File: src/rtl/pll_reset_ctrl.sv
// PLL bring-up sequencer: holds the PLL in reset, waits for a synchronized lock,
// qualifies it for a stability window, and retries a bounded number of times.
//
// state      | meaning
// -----------+-------------------------------------------------------------
// ST_RST     | pll_rst driven high for RST_CYCLES cycles
// ST_WAIT    | pll_rst released, waiting up to LOCK_TIMEOUT cycles for lock
// ST_STABLE  | lock seen, needs STABLE_CYCLES uninterrupted lock cycles
// ST_LOCKED  | lock qualified, ready asserted
// ST_FAIL    | all attempts exhausted, PLL held in reset until relock/rst
module pll_reset_ctrl #(
    parameter int RST_CYCLES    = 16,
    parameter int LOCK_TIMEOUT  = 4096,
    parameter int STABLE_CYCLES = 256,
    parameter int MAX_RETRY     = 3
) (
    input  logic       clk_in,
    input  logic       rst,
    input  logic       pll_lock,
    input  logic       relock_req,
    output logic       pll_rst,
    output logic       ready,
    output logic       fail,
    output logic       lock_lost,
    output logic [3:0] retry_cnt,
    output logic [2:0] state
);

    localparam int CNT_M1  = (RST_CYCLES > LOCK_TIMEOUT) ? RST_CYCLES : LOCK_TIMEOUT;
    localparam int CNT_MAX = (CNT_M1 > STABLE_CYCLES) ? CNT_M1 : STABLE_CYCLES;
    localparam int CW      = $clog2(CNT_MAX + 1);

    localparam logic [CW-1:0] RST_LAST    = CW'(RST_CYCLES - 1);
    localparam logic [CW-1:0] TIMEOUT_LAST = CW'(LOCK_TIMEOUT - 1);
    localparam logic [CW-1:0] STABLE_LAST = CW'(STABLE_CYCLES - 1);
    localparam logic [3:0]    RETRY_MAX   = 4'(MAX_RETRY);

    typedef enum logic [2:0] {
        ST_RST    = 3'd0,
        ST_WAIT   = 3'd1,
        ST_STABLE = 3'd2,
        ST_LOCKED = 3'd3,
        ST_FAIL   = 3'd4
    } state_t;

    state_t        state_q;
    state_t        state_nx;
    logic [CW-1:0] cnt_q;
    logic [CW-1:0] cnt_nx;
    logic [3:0]    retry_nx;
    logic          lost_nx;
    logic          sync1;
    logic          lock_s;

    always_ff @(posedge clk_in) begin
        if (rst) begin
            sync1  <= 1'b0;
            lock_s <= 1'b0;
        end else begin
            sync1  <= pll_lock;
            lock_s <= sync1;
        end
    end

    always_comb begin
        state_nx = state_q;
        retry_nx = retry_cnt;
        lost_nx  = 1'b0;
        case (state_q)
            // relock_req is deliberately ignored here so the PLL always gets a full reset pulse
            ST_RST: begin
                if (cnt_q == RST_LAST) begin
                    state_nx = ST_WAIT;
                end
            end
            ST_WAIT: begin
                if (relock_req) begin
                    state_nx = ST_RST;
                    retry_nx = 4'd0;
                end else if (lock_s) begin
                    state_nx = ST_STABLE;
                end else if (cnt_q == TIMEOUT_LAST) begin
                    if (retry_cnt < RETRY_MAX) begin
                        state_nx = ST_RST;
                        retry_nx = retry_cnt + 4'd1;
                    end else begin
                        state_nx = ST_FAIL;
                    end
                end
            end
            ST_STABLE: begin
                if (relock_req) begin
                    state_nx = ST_RST;
                    retry_nx = 4'd0;
                end else if (!lock_s) begin
                    state_nx = ST_WAIT;
                end else if (cnt_q == STABLE_LAST) begin
                    state_nx = ST_LOCKED;
                    retry_nx = 4'd0;
                end
            end
            ST_LOCKED: begin
                lost_nx = !lock_s;
                if (relock_req || !lock_s) begin
                    state_nx = ST_RST;
                    retry_nx = 4'd0;
                end
            end
            ST_FAIL: begin
                if (relock_req) begin
                    state_nx = ST_RST;
                    retry_nx = 4'd0;
                end
            end
            default: begin
                state_nx = ST_RST;
                retry_nx = 4'd0;
            end
        endcase
    end

    // Counter restarts on any state change; it only runs in the timed states.
    always_comb begin
        cnt_nx = cnt_q;
        if (state_nx != state_q) begin
            cnt_nx = '0;
        end else if (state_q == ST_RST || state_q == ST_WAIT || state_q == ST_STABLE) begin
            cnt_nx = cnt_q + CW'(1);
        end
    end

    // Outputs are decoded from the next state so they line up with the state register.
    always_ff @(posedge clk_in) begin
        if (rst) begin
            state_q   <= ST_RST;
            cnt_q     <= '0;
            retry_cnt <= 4'd0;
            pll_rst   <= 1'b1;
            ready     <= 1'b0;
            fail      <= 1'b0;
            lock_lost <= 1'b0;
        end else begin
            state_q   <= state_nx;
            cnt_q     <= cnt_nx;
            retry_cnt <= retry_nx;
            pll_rst   <= (state_nx == ST_RST) || (state_nx == ST_FAIL);
            ready     <= (state_nx == ST_LOCKED);
            fail      <= (state_nx == ST_FAIL);
            lock_lost <= lost_nx;
        end
    end

    assign state = state_q;

endmodule

File: config.mk
export PLATFORM = sky130hd
export DESIGN_NAME = pll_reset_ctrl
export DESIGN_NICKNAME = d
export VERILOG_FILES = /design/src/rtl/pll_reset_ctrl.sv
export SDC_FILE = /design/constraint.sdc
export NUM_CORES = 1
export LEC_CHECK = 0
export CAP_MARGIN = 20
export CORE_AREA = 3 3 66 53
export CTS_BUF_LIST = sky130_fd_sc_hd__clkbuf_4 sky130_fd_sc_hd__clkbuf_8
export DETAILED_ROUTE_END_ITERATION = 6
export DIE_AREA = 0 0 69 56
export PLACE_DENSITY = 0.74
export SYNTH_ARGS = -nofsm -noshare
export SYNTH_HDL_FRONTEND = slang
export SYNTH_SLANG_ARGS = --single-unit
File: constraint.sdc
create_clock -name clk_in -period 3.53 [get_ports clk_in]
set_input_delay 0.353 -clock clk_in [delete_from_list [all_inputs] [get_ports clk_in]]
set_output_delay 0.353 -clock clk_in [all_outputs]
set_load 0.02 [all_outputs]
==> results.md <==
- H-tree depth: 1
- Flop pwr share: 53.0%
- Core ar.: 2893 um2
- Die X-Extent: 69 um
- Hold Buf Count CTS: 0
- Detailed placement HPWL: 1.865 mm
- Post-Place Cell Area: 1419 um2
- Top-area cell type share of the netlist area: 40.63%
- Clock buffer depth: 2
- Setup CP Type: flip-flop to flip-flop
- Antenna viol nets, final: 0
- Total negative slack: 0 ns
- Syn_nets: 147
- Peak VDD IR: 237.4 uV
- Max_slew headroom: 62.68%
- Post-CTS setup buffer count: 0
- Int Pwr: 458.5 uW
- Number of synthesized flops with an enable pin: 0
- Post-cts repair resize count: 0
- Hold Path Origin: sync1
- Syn Area/Cell: 9.087 um2
- Final min period: 2.167 ns
- Final net count: 158
- Synth area leader: dfxtp_1
- Outcome: finished, final reports clean
- Final Power: 568.1 uW
- Synth cell types: 38
- Clock power share: 43.3%
- Hold WC Path Type: flip-flop to flip-flop
- Top Ports: 15
- Cells after Synth: 141
- DR vias: 1031
- DRC Markers: 0
- Largest net degree at the start of global routing: 16
- Worst Path Required: 3.67 ns
- Area grow syn2layout: 16.31%
- Crit end category: flip-flop
- Top FF cell, synth: dfxtp_1
- Psw: 109.6 uW
- Static leakage: 0.5321 nW
- Comb pwr share: 3.7%
- Footprint of the multi-input gates: 695.7 um2
- Mapped cell area: 1281 um2
- DR pass1 iterations: 4
- R2r endpoint: cnt_q[7]
- Total wire length: 2.520 mm
- Slew Limit Fails: 0
- Ys async rst share: 0%
- Clk slew on worst S/H paths: 0.09 ns
- Clk_lat worst skew: 0.27 ns
- Worst-path fanout max: 13
- Final Hold Vio Count: 0
- DR WL/cell: 13.33 um
- Tightest Pin Transition: 0.5597 ns
- Final Skew: 0.001651 ns
- Max-cap violations: 0
- Die Footprint: 3864 um2
- Clk root buf: clkbuf_8
- Yosys reg bits: 26
- Worst EP arrival: 2.31 ns
- Critical path startpoint category: flip-flop
- DIE HEIGHT: 56 um
- Hold endpoint: lock_s
- TritonCTS clock tree: built
- Fillcell total: 274
- RSZ-0062 raised after global routing: no
- Net Sw Frac: 19.29%
- FF-to-FF path depth: 6
- Diode count: 0
- Gr usage total: 13.60%
- Cells on Worst Hold Path: 1
- Via/cell ratio: 5.455
- Place WS: 1.175 ns
- Post-synthesis sequential area ratio: 40.62%
- RR Startpoint: cnt_q[0]
- Final Setup Violations: 0
- Starting Density: 44.29%
- Num rows: 17
- Congestion Overflow GR: 0
- Vias in the first global route: 960
- Share of layout cells above drive strength 1: 8.609%
- Worst R2R Setup Slack: 1.36 ns
- Final Cycle Share: 61.39%
- Fmax: 0.4615 GHz
- Antenna violations before repair: 0
- Reg area: 520.5 um2
- Clk sinks: 26
- Buffers on Ports: 14
- Ranking of synthesized cells by area: dfxtp_1 41%, nor2_1 6.4%, xnor2_1 5.5%
- Num CTS Buffers: 3
- Pwr dens: 381.3 nW/um2
- Final hold slack: 0.4494 ns
- First-pass GRT wire length: 4.319 mm
- Final worst-path setup slack: 1.363 ns
- Post-route cell area: 1490 um2
- Placer congestion estimate: 0.8788
- 1st-iter DRT viols: 40
- YS warnings: 0
cell type report:
cell class                 count  area share, %
clock inverter                 1          2.015
inverter                       4          1.008
tap                           38          3.191
sequential                    26          34.93
timing repair buffer          14          9.404
multi-input combinational    103          46.68
clock buffer                   3          2.771
cell usage in the layout (no fill, tap or decap), drive strengths merged, types with 3 or more instances in the layout:
master	synthesis	layout
nor2	22	22
xnor2	8	8
nand4	5	5
nand3	3	3
o21ai	3	3
a21oi	6	6
nand2	7	7
and4	4	4
xor2	4	4
a211oi	3	3
and2	4	4
clkbuf	2	3
clkdlybuf4s50	0	14
nor3	6	6
nor4	6	6
dfxtp	26	26
inv	4	4
power by group through the flow:
stage | Sequential [mW] | Combinational, mW | Clock [mW]
5_1_grt | 0.302 | 0.0241 | 0.263
6_report | 0.301 | 0.0212 | 0.246
3_5_place_dp | 0.308 | 0.0213 | 0
4_1_cts | 0.301 | 0.0216 | 0.254
3_3_place_gp | 0.308 | 0.0201 | 0
2_1_floorplan | 0.307 | 0.0166 | 0
worst max-delay path: stages (launching register included):
cell and delay (ns):
dfxtp_1 0.36, ha_1 0.22, nand4b_1 0.18, nor4_4 0.43
o32ai_1 0.22, o21ai_2 0.51, nor2_1 0.11
sequential cells by signal (all words and copies together), names as in the netlist:
register / count
cnt_q: 13
retry_cnt: 4
state: 3
fail: 1
lock_lost: 1
lock_s: 1
pll_rst: 1
ready: 1
sync1: 1
worst max-delay path by stage:
stage,from,endpoint,slack [ns],cells after the start
floorplan,state[0],cnt_q[12],1.65,7
global placement,relock_req,cnt_q[0],1.27,6
detailed placement,relock_req,cnt_q[8],1.17,6
CTS,cnt_q[0],cnt_q[8],1.35,6
global route,cnt_q[0],cnt_q[8],1.10,6
finish,cnt_q[0],cnt_q[7],1.36,6
cells in the mapped netlist (all sizes together) (2+ instances only):
| library cell | n |
|---|---|
| inv | 4 |
| nand4b | 2 |
| nor2b | 2 |
| nor4 | 6 |
| buf | 6 |
| ha | 2 |
| a21oi | 6 |
| a211oi | 3 |
| nor3 | 6 |
| nand2b | 2 |
| nand3b | 2 |
| xor2 | 4 |
| nor2 | 22 |
| o21ai | 3 |
| clkbuf | 2 |
| a21o | 2 |
| and2 | 4 |
| and4 | 4 |
| nand2 | 7 |
| nand4 | 5 |
| xnor2 | 8 |
| nand3 | 3 |
| dfxtp | 26 |
stage by stage:
| step | utilization (%) | std cells |
|---|---|---|
| 2_1_floorplan | - | 141 |
| 3_3_place_gp | 49.05 | 185 |
| 3_5_place_dp | 49.05 | 185 |
| 4_1_cts | 51.51 | 189 |
| 5_1_grt | 51.51 | 189 |
| 6_report | 51.51 | 189 |
layer usage:
| metal | wire length, um | vias to the layer above | GRT usage, % |
|---|---|---|---|
| met5 | 0 | - | 0 |
| met4 | 25 | 0 | 4.735 |
| met3 | 151 | 4 | 4.152 |
| met2 | 1065 | 32 | 20.11 |
| met1 | 1278 | 474 | 18.61 |
| li1 | - | 521 | - |
kinds of logic after synthesis:
| group | count (synthesis) | share of synthesized area, % |
|---|---|---|
| AND/OR/NAND/NOR | 69 | 32.42 |
| flip-flops | 26 | 40.63 |
| AO/OA/AOI/OAI | 19 | 10.94 |
| XOR/XNOR | 12 | 8.203 |
| buffers and inverters | 12 | 5.078 |
| adder cells (fa/ha/maj) | 2 | 1.953 |
| multiplexers | 1 | 0.7813 |
No activity file was read; power rests on OpenSTA's default activity.
